===== src/rtl/multicycle_controller.sv =====
// Moore control FSM for a multicycle MIPS datapath: sequences fetch, decode and per-class
// execute/memory/writeback states and drives every datapath select and write enable.
module multicycle_controller #(
    parameter logic [5:0] OP_RTYPE = 6'b000000,
    parameter logic [5:0] OP_LW    = 6'b100011,
    parameter logic [5:0] OP_SW    = 6'b101011,
    parameter logic [5:0] OP_BEQ   = 6'b000100,
    parameter logic [5:0] OP_ADDI  = 6'b001000,
    parameter logic [5:0] OP_J     = 6'b000010
) (
    input  logic       clk,
    input  logic       rst,
    input  logic [5:0] opcode,
    input  logic [5:0] funct,
    input  logic       zero,
    output logic       iord,
    output logic       mem_write,
    output logic       ir_write,
    output logic       reg_dst,
    output logic       mem_to_reg,
    output logic       reg_write,
    output logic       alu_src_a,
    output logic [1:0] alu_src_b,
    output logic [1:0] pc_src,
    output logic       pc_en,
    output logic [2:0] alu_ctrl,
    output logic [3:0] state
);

    typedef enum logic [3:0] {
        S_FETCH  = 4'd0,
        S_DECODE = 4'd1,
        S_MEMADR = 4'd2,
        S_MEMRD  = 4'd3,
        S_MEMWB  = 4'd4,
        S_MEMWR  = 4'd5,
        S_EXEC   = 4'd6,
        S_ALUWB  = 4'd7,
        S_BEQ    = 4'd8,
        S_ADDIEX = 4'd9,
        S_ADDIWB = 4'd10,
        S_JUMP   = 4'd11
    } state_t;

    state_t     state_r;
    state_t     next_state_s;
    logic       iord_s;
    logic       mem_write_s;
    logic       ir_write_s;
    logic       reg_dst_s;
    logic       mem_to_reg_s;
    logic       reg_write_s;
    logic       alu_src_a_s;
    logic [1:0] alu_src_b_s;
    logic [1:0] pc_src_s;
    logic       pc_write_s;
    logic       branch_s;
    logic [1:0] alu_op_s;

    function automatic logic [2:0] alu_decode(input logic [1:0] alu_op, input logic [5:0] fn);
        logic [2:0] ctrl;
        case (alu_op)
            2'b00: ctrl = 3'b010;
            2'b01: ctrl = 3'b110;
            2'b10: begin
                case (fn)
                    6'b100000: ctrl = 3'b010;
                    6'b100010: ctrl = 3'b110;
                    6'b100100: ctrl = 3'b000;
                    6'b100101: ctrl = 3'b001;
                    6'b101010: ctrl = 3'b111;
                    default:   ctrl = 3'b010;
                endcase
            end
            default: ctrl = 3'b010;
        endcase
        return ctrl;
    endfunction

    // State register; reset aborts any instruction in flight.
    always_ff @(posedge clk or posedge rst) begin
        if (rst) begin
            state_r <= S_FETCH;
        end else begin
            state_r <= next_state_s;
        end
    end

    // Next-state and Moore output decode.
    always_comb begin
        next_state_s = S_FETCH;
        iord_s       = 1'b0;
        mem_write_s  = 1'b0;
        ir_write_s   = 1'b0;
        reg_dst_s    = 1'b0;
        mem_to_reg_s = 1'b0;
        reg_write_s  = 1'b0;
        alu_src_a_s  = 1'b0;
        alu_src_b_s  = 2'b00;
        pc_src_s     = 2'b00;
        pc_write_s   = 1'b0;
        branch_s     = 1'b0;
        alu_op_s     = 2'b00;
        case (state_r)
            S_FETCH: begin
                ir_write_s   = 1'b1;
                alu_src_b_s  = 2'b01;
                pc_write_s   = 1'b1;
                next_state_s = S_DECODE;
            end
            S_DECODE: begin
                alu_src_b_s = 2'b11;
                case (opcode)
                    OP_LW:    next_state_s = S_MEMADR;
                    OP_SW:    next_state_s = S_MEMADR;
                    OP_RTYPE: next_state_s = S_EXEC;
                    OP_BEQ:   next_state_s = S_BEQ;
                    OP_ADDI:  next_state_s = S_ADDIEX;
                    OP_J:     next_state_s = S_JUMP;
                    default:  next_state_s = S_FETCH;
                endcase
            end
            S_MEMADR: begin
                alu_src_a_s = 1'b1;
                alu_src_b_s = 2'b10;
                if (opcode == OP_LW) begin
                    next_state_s = S_MEMRD;
                end else begin
                    next_state_s = S_MEMWR;
                end
            end
            S_MEMRD: begin
                iord_s       = 1'b1;
                next_state_s = S_MEMWB;
            end
            S_MEMWB: begin
                mem_to_reg_s = 1'b1;
                reg_write_s  = 1'b1;
            end
            S_MEMWR: begin
                iord_s      = 1'b1;
                mem_write_s = 1'b1;
            end
            S_EXEC: begin
                alu_src_a_s  = 1'b1;
                alu_op_s     = 2'b10;
                next_state_s = S_ALUWB;
            end
            S_ALUWB: begin
                reg_dst_s   = 1'b1;
                reg_write_s = 1'b1;
            end
            S_BEQ: begin
                alu_src_a_s = 1'b1;
                alu_op_s    = 2'b01;
                branch_s    = 1'b1;
                pc_src_s    = 2'b01;
            end
            S_ADDIEX: begin
                alu_src_a_s  = 1'b1;
                alu_src_b_s  = 2'b10;
                next_state_s = S_ADDIWB;
            end
            S_ADDIWB: begin
                reg_write_s = 1'b1;
            end
            S_JUMP: begin
                pc_src_s   = 2'b10;
                pc_write_s = 1'b1;
            end
            default: begin
                next_state_s = S_FETCH;
            end
        endcase
    end

    // Write enables are held off for the whole time rst is high, not just after the edge.
    assign mem_write  = mem_write_s & ~rst;
    assign ir_write   = ir_write_s & ~rst;
    assign reg_write  = reg_write_s & ~rst;
    assign pc_en      = (pc_write_s | (branch_s & zero)) & ~rst;
    assign iord       = iord_s;
    assign reg_dst    = reg_dst_s;
    assign mem_to_reg = mem_to_reg_s;
    assign alu_src_a  = alu_src_a_s;
    assign alu_src_b  = alu_src_b_s;
    assign pc_src     = pc_src_s;
    assign alu_ctrl   = alu_decode(alu_op_s, funct);
    assign state      = state_r;

endmodule

===== config.mk =====
export PLATFORM = sky130hd
export DESIGN_NAME = multicycle_controller
export DESIGN_NICKNAME = d
export VERILOG_FILES = /design/src/rtl/multicycle_controller.sv
export SDC_FILE = /design/constraint.sdc
export NUM_CORES = 1
export LEC_CHECK = 0
export BUFFER_PORTS_ARGS = -buffer_cell sky130_fd_sc_hd__buf_4
export CAP_MARGIN = 20
export CORE_AREA = 2 2 39 41
export DETAILED_ROUTE_END_ITERATION = 8
export DIE_AREA = 0 0 41 43
export PLACE_DENSITY = 0.79
export SLEW_MARGIN = 15
export SYNTH_ARGS = -nofsm -noshare
export SYNTH_HDL_FRONTEND = slang
export SYNTH_SLANG_ARGS = --single-unit

===== constraint.sdc =====
create_clock -name clk -period 2.12 [get_ports clk]
set_input_delay 0.212 -clock clk [delete_from_list [all_inputs] [get_ports clk]]
set_output_delay 0.212 -clock clk [all_outputs]
set_load 0.02 [all_outputs]

# ---- After elaboration in Yosys (flattened, before gate mapping)
# Cells that the tools add are included.
dict set report word_totals {
  ff_bits 4
  latch_bits 0
  ramBits 0
  mem_bits_ro 0
  input_bits 15
  output_inout_bits 19
  memories 0
}
dict set report classes {
  addsub 0
  multipliers 0
  n_div 0
  n_lt_le_gt_ge 0
  n_eq_ne 22
  shift 0
  muxes 17
  bitwise 7
  n_reduce_logical 8
}
# op n
set ops {}
lappend ops {{6-bit == test (second input constant)} 6}
lappend ops {{4-bit case mux with 6 select lines} 1}
lappend ops {{4-bit case mux with 5 select lines} 1}
lappend ops {{4-bit by 3-bit == test with 1-bit output (second input constant)} 4}
lappend ops {{4-bit == test (second input constant)} 4}
lappend ops {{3-bit case mux with 4 select lines} 1}
lappend ops {{1-bit 2-to-1 mux} 9}
lappend ops {{4-bit by 2-bit == test with 1-bit output (second input constant)} 2}
lappend ops {{2-bit case mux with 2 select lines} 2}
lappend ops {{2-bit OR reduction} 4}
lappend ops {{6-bit by 2-bit == test with 1-bit output (second input constant)} 1}
lappend ops {{6-bit by 3-bit == test with 1-bit output (second input constant)} 1}
lappend ops {{6-bit by 4-bit == test with 1-bit output (second input constant)} 1}
lappend ops {{6-bit zero test} 1}
lappend ops {{2-bit case mux with 3 select lines} 1}
lappend ops {{3-bit case mux with 2 select lines} 1}
lappend ops {{1-bit AND} 5}
lappend ops {{4-bit by 1-bit == test with 1-bit output (second input constant)} 1}
lappend ops {{4-bit zero test} 1}
lappend ops {{4-bit OR reduction} 1}
lappend ops {{3-bit 2-to-1 mux} 1}
lappend ops {{3-bit OR reduction} 1}
lappend ops {{2-bit by 1-bit == test with 1-bit output (second input constant)} 1}
lappend ops {{2-bit == test (second input constant)} 1}
lappend ops {{other kinds (2)} 2}

# ---- Longest topological paths before layout
# Gate-level depths: netlist of run 1.
dict set report depth {
  depth_word 5
  depth_mapped 7
}

# ---- Worst setup path before layout of run 1
# OpenSTA, ideal clock, no wires.
dict set report synth_path {
  path_type {reg-to-output}
  startpoint {reg state_r[1], in the netlist state[1]}
  endpoint {out alu_ctrl[2]}
  arrival_time_ns 1.713
  required_ns 1.908
  slack_ns 0.195
  stages_incl_launch_ff 7
  path_cell_list {dfrtp_1 > clkbuf_8 > nor2_1 > nand2b_1 > ha_1 > nand3b_1 > o22ai_1}
}
dict set report synth_between {
  elab_chain_len 4
  word_cells_on_any_way 6
}
# item line
set synth_rtl {}
lappend synth_rtl {{start: declaration} 45} ;# state_t state_r;
lappend synth_rtl {{start signal: assignment} 85} ;# state_r <= next_state_s;
lappend synth_rtl {{4-bit == test / 4-bit by 3-bit == test with 1-bit output (equally long branches)} 104} ;# case (state_r)
lappend synth_rtl {{2-bit case mux with 2 select lines *} 104}
lappend synth_rtl {{2-bit == test / 2-bit by 1-bit == test with 1-bit output (equally long branches)} 62} ;# case (alu_op)
lappend synth_rtl {{3-bit case mux with 2 select lines *} 62}
lappend synth_rtl {{end: declaration} 26} ;# output logic [2:0] alu_ctrl,
# Every way passes the cells marked *; elsewhere a longest branch is shown, timed or not.

# ---- Worst setup path after layout of run 1
dict set report layout_path {
  startpoint {reg state_r[2], in the netlist state[2]}
  endpoint {out alu_ctrl[2]}
}
# Same word-level chain as after synthesis.

==> results.toml, run 1 <==
[outcome]
status = "finished clean"

[grt]
grt_pass1_wl_mm = 2.44
first_global_vias = 666
grt.total_usage_pct = 19.9
grt_max_degree = 9
globalRouteOverflowTotal = 0
antenna_found_initial = 0

[sta]
maxSlewHeadroom_pct = 81.2
finalHoldViolCount = 0
worst_slew_pin_slew_ns = 0.281
finalSetupViolations = 0
period_minus_slack_ns = 2.01
drv_slew = 0
tns_ns = 0
max_freq_mhz = 498
finalCritPeriodShare_pct = 94.8
fin_worst_skew_ns = 0.00193

[synth]
postSynthAreaPerCell_um2 = 7.47
synth_area_um2 = 568
synth_top_area_share_pct = 17.6
yosys-top-cells-area = "dfrtp_1 18%, clkbuf_8 7.3%, nand2b_1 5.5%"
synth.net_count = 93
seq_area_frac_synth_pct = 17.6
synth-seq-cells = 4
yosysWarnings = 0
synth_cell_types = 33
synth_cells = 76
post-synth-top-area-cell = "dfrtp_1"

[critical_path]
crit_slowest_cell = "dfrtp_2"
cp.arrival_ns = 1.80
slowest_delay_ns = 0.44
cp_cell_sequence = "nand2b_4 -> nand2b_1 -> ha_1 -> nand3b_1 -> o22ai_2 -> buf_4"
crit_required_ns = 1.91
endpoint_kind = "output pin"
critPathKind = "reg2out"
path_buf_inv = 1
cpLargestDelayFamily = "simple AND/OR/NAND/NOR gates"
cp_max_fo = 7
startpoint_type = "register"

[pwr]
max-vdd-ir-drop_mv = 0.433
p_per_area_nw_per_um2 = 716
power.total_uw = 630
p_leak_nw = 0.427

[clocking]
root_buffer = "clkbuf_4"
clockBufferDepth = 2
clk_pin_slew_ns = 0.04
cts_sinks = 4
cts_max_level = 1
cts_made_buffers = 3
cts_tree = "yes"
worstSkewPairLatency_ns = 0.23

[layout]
fin_nets = 134
design_area_um2 = 881
drive_gt1_share_pct = 44.3
post-route-util_pct = 63.7
n_antenna_cell = 0
finalNonFillerCells = 131
largest_reg_flops = 4
areaGrowthSynthToFinish_pct = 55.1

[floorplanning]
die_w_um = 41
fp.dieH_um = 43
start_util_pct = 41.0
coreArea_um2 = 1380
dieArea_um2 = 1760
row_count = 14
ios = 34

[placement]
gp_congestion = 0.857
place_area_um2 = 813
place_inst = 125
port_buffers = 33
hpwlAfterDp_mm = 1.29

[routing]
first_pass_iters = 4
avgRoutedWirePerCell_um = 12.1
postRouteAntennaNets = 0
initialDrtViolationCount = 11
routed_wl_mm = 1.58
drc = 0
via_per_inst = 5.34
vias = 699

[worst_hold_path]
timing.hold.worst.class = "in2reg"

[job]
drv_cap = 0
-- what timing repair did --
item | CTS | global route
hold endpoints to repair | 4 | 0
setup buffers | 0 | 2
setup endpoints to repair | 0 | 3
resized for setup | 0 | 6
hold buffers | 1 | 0
-- stage by stage --
step	hold WS (ns)	worst slack, ns
after floorplan	-0.0219	0.195
after global placement	0.141	0.325
after detailed placement	0.140	0.298
after CTS	0.263	0.0343
after global routing	0.258	-0.00108
final	0.258	0.111
-- power by group --
group          total, mW  switching (mW)  internal [mW]
clock             0.0944          0.0311         0.0633
sequential         0.129          0.0341         0.0947
combinational      0.407           0.222          0.185
-- Yosys cell counts, drive strengths merged --
| cell | n |
|---|---|
| inv | 8 |
| nand2 | 8 |
| nor2 | 7 |
| nand2b | 5 |
| nor3 | 5 |
| a21oi | 4 |
| dfrtp | 4 |
| nor2b | 4 |
| clkbuf | 3 |
| nand3 | 3 |
| and3 | 2 |
| ha | 2 |
| nand4 | 2 |
| xor2 | 2 |
| a211o | 1 |
| a211oi | 1 |
| a221oi | 1 |
| a2bb2oi | 1 |
| a31oi | 1 |
| a41o | 1 |
| a41oi | 1 |
| buf | 1 |
| nand3b | 1 |
| nor3b | 1 |
| nor4b | 1 |
| o2111ai | 1 |
| o21ai | 1 |
| o221ai | 1 |
| o22ai | 1 |
| o311a | 1 |
| or3b | 1 |
-- worst min-delay path, cell delays in order --
cell and delay, ns:
buf_4 0.13, nand3_1 0.06, a21oi_1 0.05
-- metal layers --
| metal | vias to the layer above | global-route usage [%] | wire length [µm] | share of wire (%) |
|---|---|---|---|---|
| met5 | - | 0 | 0 | 0 |
| met4 | 0 | 10.0 | 0 | 0 |
| met3 | 0 | 2.09 | 81 | 5.1 |
| met2 | 26 | 37.8 | 887 | 56 |
| met1 | 321 | 18.6 | 614 | 39 |
| li1 | 352 | - | - | - |
-- kinds of logic after synthesis --
kind of cell,Yosys count,share of synthesized area (%)
DFF,4,17.6
AOI/OAI and AO/OA,16,21.8
and+or+nand+nor,40,38.5
xor gates and xnor gates,2,3.08
adders and majority gates,2,4.40
buffers and inverters,12,14.5
-- path summary, 6_finish.rpt --
| kind | start | endpoint | slack (ns) | depth (start not counted) |
|---|---|---|---|---|
| setup / recovery | state[2]$_DFF_PP0_ | alu_ctrl[2] | 0.11 | 6 |
| hold / removal | opcode[2] | state[3]$_DFF_PP0_ | 0.26 | 3 |
| setup reg to reg | state[2]$_DFF_PP0_ | state[1]$_DFF_PP0_ | 0.96 | 4 |
| hold reg to reg | state[3]$_DFF_PP0_ | state[0]$_DFF_PP0_ | 0.55 | 1 |
| max in group asynchronous | rst | state[1]$_DFF_PP0_ | 1.49 | 3 |
| min in group asynchronous | rst | state[0]$_DFF_PP0_ | 0.46 | 3 |
-- layout by cell type, fill, tap and decap left out --
cell / instances
a211o_1: 1
a211oi_1: 1
a21oi_1: 4
a221oi_2: 1
a2bb2oi_1: 1
a31oi_1: 1
a41o_1: 1
a41oi_1: 1
and3_1: 1
and3_2: 1
buf_4: 39
clkbuf_4: 3
dfrtp_1: 1
dfrtp_2: 3
dlygate4sd3_1: 1
ha_1: 2
inv_1: 8
nand2_1: 8
nand2b_1: 4
nand2b_4: 1
nand3_1: 3
nand3b_1: 1
nand4_1: 2
nor2_1: 6
nor2_4: 1
nor2b_1: 3
nor2b_2: 1
nor3_1: 5
nor3b_1: 1
nor4b_1: 1
o2111ai_1: 1
o21ai_0: 1
o221ai_1: 1
o22ai_2: 1
o311a_1: 1
or3b_1: 1
xor2_1: 2
-- layout make-up --
type | count | area, µm²
clock buffer | 3 | 22.5
fill | 131 | 503
inverter | 8 | 30.0
multi-input combinational | 60 | 402
sequential | 4 | 104
tap | 16 | 20.0
timing repair buffer | 40 | 303
Note: power is estimated with default switching activity, not from simulation.
==> run 2: changes to the inputs <==
Settings changed: CORE_AREA 2 2 39 41 to unset, CORE_MARGIN set to 2, CORE_UTILIZATION set to 40, DIE_AREA 0 0 41 43 to unset, PLACE_DENSITY 0.79 to 0.75.
==> run 2 against run 1 <==
Net effect: clock skew decreased by 0.0017 ns; highest routed layer is now met4; power increased by 2.0%; largest cell class unchanged; wire length increased by 5.4%; largest power group unchanged; clock power increased by 2%; via count increased by 2.1%.
==> results.toml, run 2 (same netlist as run 1, synthesis figures left out) <==
[sta]
tns_ns = 0
fin_worst_skew_ns = 0.000238
finalCritPeriodShare_pct = 96.8
worst_slew_pin_slew_ns = 0.295
drv_slew = 0
maxSlewHeadroom_pct = 80.3
finalHoldViolCount = 0
period_minus_slack_ns = 2.05
max_freq_mhz = 487
finalSetupViolations = 0

[floorplanning]
die_w_um = 41.7
dieArea_um2 = 1740
ios = 34
start_util_pct = 43.1
coreArea_um2 = 1320
row_count = 13
fp.dieH_um = 41.7

[layout]
final_cell_mix = "40 x buf_4, 8 x inv_1, 8 x nand2_1"
largest_reg_flops = 4
design_area_um2 = 886
n_antenna_cell = 0
fin_nets = 135
final_common_cell = "buf_4"
post-route-util_pct = 67.2
areaGrowthSynthToFinish_pct = 55.9
drive_gt1_share_pct = 45.7

[job]
drv_cap = 0

[grt]
grt.total_usage_pct = 19.0
antenna_found_initial = 0
grt_pass1_wl_mm = 2.62
globalRouteOverflowTotal = 0
first_global_vias = 621
grt_max_degree = 10

[routing]
routed_wl_mm = 1.67
initialDrtViolationCount = 9
via_per_inst = 5.45
drc = 0
postRouteAntennaNets = 0
first_pass_iters = 6
vias = 714
avgRoutedWirePerCell_um = 12.7

[clocking]
clk_pin_slew_ns = 0.04
cts_made_buffers = 3
cts_tree = "yes"
cts_sinks = 4
root_buffer = "clkbuf_4"
cts_max_level = 1
worstSkewPairLatency_ns = 0.24
clockBufferDepth = 2

[pwr]
swShare_pct = 45.6
max-vdd-ir-drop_mv = 0.481
seq_power_share_pct = 20.5
power.total_uw = 643
intPower_uw = 350
p_leak_nw = 0.433
p_per_area_nw_per_um2 = 726
combPwrFrac_pct = 64.5
p_switching_uw = 293
power.share.clock_pct = 15.0

[critical_path]
endpoint_kind = "output pin"
startpoint_type = "register"
crit_start = "state[1]$_DFF_PP0_"
critPathKind = "reg2out"
cp_cell_sequence = "nor2b_2 -> nand2_1 -> inv_1 -> ha_1 -> nand3b_1 -> nor2_1 -> buf_4"
cp.arrival_ns = 1.84
timing.rr.start = "state[1]$_DFF_PP0_"
cp_max_fo = 5
slowest_delay_ns = 0.42
crit_required_ns = 1.91
crit_slowest_cell = "dfrtp_2"

[placement]
place_area_um2 = 812
port_buffers = 33
hpwlAfterDp_mm = 1.30
gp_congestion = 0.842

[worst_hold_path]
hp-start = "opcode[2]"
timing.hold.worst.class = "in2reg"

[outcome]
status = "finished clean"
run 2: cell types whose count changed in the layout (fill, tap and decap cells not counted), sizes merged:
cell | before | now
buf | 39 | 40
run 2: power groups by stage:
stage	clock network [mW]	logic, mW	registers [mW]
3_3_place_gp	0	0.391	0.126
4_1_cts	0.0962	0.395	0.126
3_5_place_dp	0	0.393	0.127
2_1_floorplan	0	0.245	0.134
6_report	0.0963	0.415	0.132
5_1_grt	0.101	0.446	0.135
run 2: path summary, 6_finish.rpt:
kind | cells after the start | slack (ns) | end
setup / recovery | 7 | 0.07 | alu_ctrl[0]
hold / removal | 3 | 0.26 | state[3]$_DFF_PP0_
setup reg to reg | 4 | 0.89 | state[1]$_DFF_PP0_
hold reg to reg | 2 | 0.68 | state[0]$_DFF_PP0_
max in group asynchronous | 3 | 1.52 | state[1]$_DFF_PP0_
min in group asynchronous | 3 | 0.44 | state[2]$_DFF_PP0_
run 2: stage by stage:
| step | hold WS, ns | cells | setup WS [ns] |
|---|---|---|---|
| after global routing | 0.273 | 131 | -0.0296 |
| final | 0.259 | 131 | 0.0677 |
| after floorplan | -0.0219 | 76 | 0.195 |
| after CTS | 0.260 | 128 | 0.0259 |
| after global placement | 0.139 | 124 | 0.337 |
| after detailed placement | 0.137 | 124 | 0.281 |
run 2: timing repair:
item	CTS	global route
hold buffers	1	0
gates resized for setup	0	7
hold endpoints to repair	4	0
buffers inserted	0	3
setup endpoints to repair	0	3
run 2: final cells by class:
class | count | area (µm²)
multi-input cells | 60 | 400
well taps | 15 | 18.8
clock buffers | 3 | 22.5
fillers | 128 | 432
repair buffers | 41 | 310
inverters | 8 | 30.0
flip-flops and latches | 4 | 104
run 2: routing by layer:
layer,track usage [%],vias up,routed length (µm)
met5,0,-,0
met4,11.0,0,38
met3,3.04,4,114
met2,31.9,40,867
met1,22.6,318,650
li1,-,352,-
run 2: critical path, delay by kind of cell (launching register included):
family,cells,cell delay (ns)
AND/OR/NAND/NOR,4,0.64
flip-flops,1,0.42
adder cells (fa/ha/maj),1,0.33
buffers and inverters,2,0.21
==> run 3: changes to the inputs <==
Settings changed: PLACE_DENSITY 0.75 to 0.77, SETUP_SLACK_MARGIN set to 0.2.
==> run 3 against run 2 <==
Net effect: critical path depth is the same; clock power grew 3.1%; combinational power grew 22%; final cell count grew 5.3%; critical path type unchanged; core utilization grew 7.6 points; die area is the same; hold slack gained 0.0048 ns; setup slack gained 0.13 ns; largest power group unchanged; fmax grew 6.8%; via count grew 9.4%; largest cell class unchanged; clock skew grew 0.0038 ns; global-route usage grew 4.2 points.
==> results.toml, run 3 (same netlist as run 1, synthesis figures left out) <==
[floorplanning]
fp.dieH_um = 41.7
coreArea_um2 = 1320
dieArea_um2 = 1740
row_count = 13
start_util_pct = 43.1
ios = 34
die_w_um = 41.7

[critical_path]
crit_slowest_cell = "dfrtp_1"
cp.arrival_ns = 1.71
cp_cell_sequence = "nor2b_4 -> nand2_2 -> inv_2 -> ha_4 -> nand3b_1 -> o22ai_2 -> buf_6"
crit_start = "state[1]$_DFF_PP0_"
endpoint_kind = "output pin"
startpoint_type = "register"
critPathKind = "reg2out"
r2r_setup_slack_ns = 0.72
crit_required_ns = 1.91
cp_max_fo = 3
timing.rr.start = "state[2]$_DFF_PP0_"
r2r-end = "state[1]$_DFF_PP0_"
reg2regPathDepth = 6
slowest_delay_ns = 0.41

[placement]
place_inst = 124
gp_congestion = 0.813
hpwlAfterDp_mm = 1.32
pre_cts_slack_ns = 0.194
port_buffers = 33

[grt]
grt.total_usage_pct = 23.2
grt_util_met1_pct = 26.3
first_global_vias = 680
gr-usage-met2_pct = 40.9
grt_max_degree = 9
globalRouteOverflowTotal = 0
grt_pass1_wl_mm = 3.14
busiest_layer = "met2"
antenna_found_initial = 0
grt_use_met3_pct = 3.48

[sta]
worst_slack_ns = 0.199
fin_worst_skew_ns = 0.00402
finalSetupViolations = 0
max_freq_mhz = 521
maxSlewHeadroom_pct = 78.4
drv_slew = 0
period_minus_slack_ns = 1.92
finalCritPeriodShare_pct = 90.6
finalHoldViolCount = 0
rsz0062_at_grt = "yes"
hold_slack_ns = 0.264
worst_slew_pin_slew_ns = 0.323
tns_ns = 0

[layout]
drive_gt1_share_pct = 52.8
n_antenna_cell = 0
fin_nets = 142
final_cell_mix = "46 x buf_4, 7 x inv_1, 7 x nand2_1"
finalNonFillerCells = 138
areaGrowthSynthToFinish_pct = 73.6
final_common_cell = "buf_4"
largest_reg_flops = 4

[clocking]
cts_max_level = 1
cts_made_buffers = 3
cts_tree = "yes"
worstSkewPairLatency_ns = 0.24
clockBufferDepth = 2
clk_pin_slew_ns = 0.04
root_buffer = "clkbuf_4"
cts_sinks = 4

[worst_hold_path]
hp-start = "opcode[2]"
holdPathEnd = "state[3]$_DFF_PP0_"
hold_path_depth = 3
timing.hold.worst.class = "in2reg"

[routing]
avgRoutedWirePerCell_um = 14.8
drc = 0
via_per_inst = 5.66
first_pass_iters = 4
initialDrtViolationCount = 21
vias = 781
routed_wl_mm = 2.04
postRouteAntennaNets = 0

[pwr]
max-vdd-ir-drop_mv = 0.418
p_leak_nw = 0.481
power.total_uw = 734
p_per_area_nw_per_um2 = 745

[outcome]
status = "finished clean"

[job]
drv_cap = 0
run 3: per-stage QoR:
stage                     utilization, %  area [µm²]
after detailed placement            62.1         818
after CTS                           71.6         943
after global placement              62.1         818
after floorplan                        -         574
final                               74.8         986
after global routing                74.8         986
run 3: worst max-delay path, delay by kind of cell (launching register included):
kind / cells / cell delay, ns
compound gates: 1 / 0.17
fa+ha+maj: 1 / 0.19
buf+inv: 2 / 0.20
flops: 1 / 0.41
simple gates: 3 / 0.49
run 3: power breakdown:
| part | switching, mW | internal [mW] |
|---|---|---|
| combinational | 0.273 | 0.234 |
| clock | 0.0356 | 0.0636 |
| sequential | 0.0323 | 0.0963 |
run 3: area by class of cell:
class / count / area, µm²
fillers: 104 / 332
well taps: 15 / 18.8
multi-input cells: 60 / 444
clock buffers: 3 / 22.5
inverters: 8 / 30.0
repair buffers: 48 / 367
flip-flops and latches: 4 / 104
run 3: timing repair:
action	CTS	global route
buffers inserted	6	4
endpoints found under the setup margin	3	3
resized for setup	11	4
hold buffers	1	0
pin swaps	2	4
hold endpoints to repair	4	0
run 3: worst max-delay path by stage:
stage	slack, ns	end	depth (start not counted)
after floorplan	0.22	alu_ctrl[0]	6
after global placement	0.30	alu_ctrl[2]	6
after detailed placement	0.19	alu_ctrl[2]	6
after CTS	0.21	alu_ctrl[2]	7
after global routing	0.13	alu_ctrl[2]	7
final	0.20	alu_ctrl[2]	7
run 3: layer usage:
layer / up-vias / share of wire [%]
li1: 366 / -
met1: 352 / 37
met2: 53 / 54
met3: 10 / 6.4
met4: 0 / 2.5
met5: - / 0
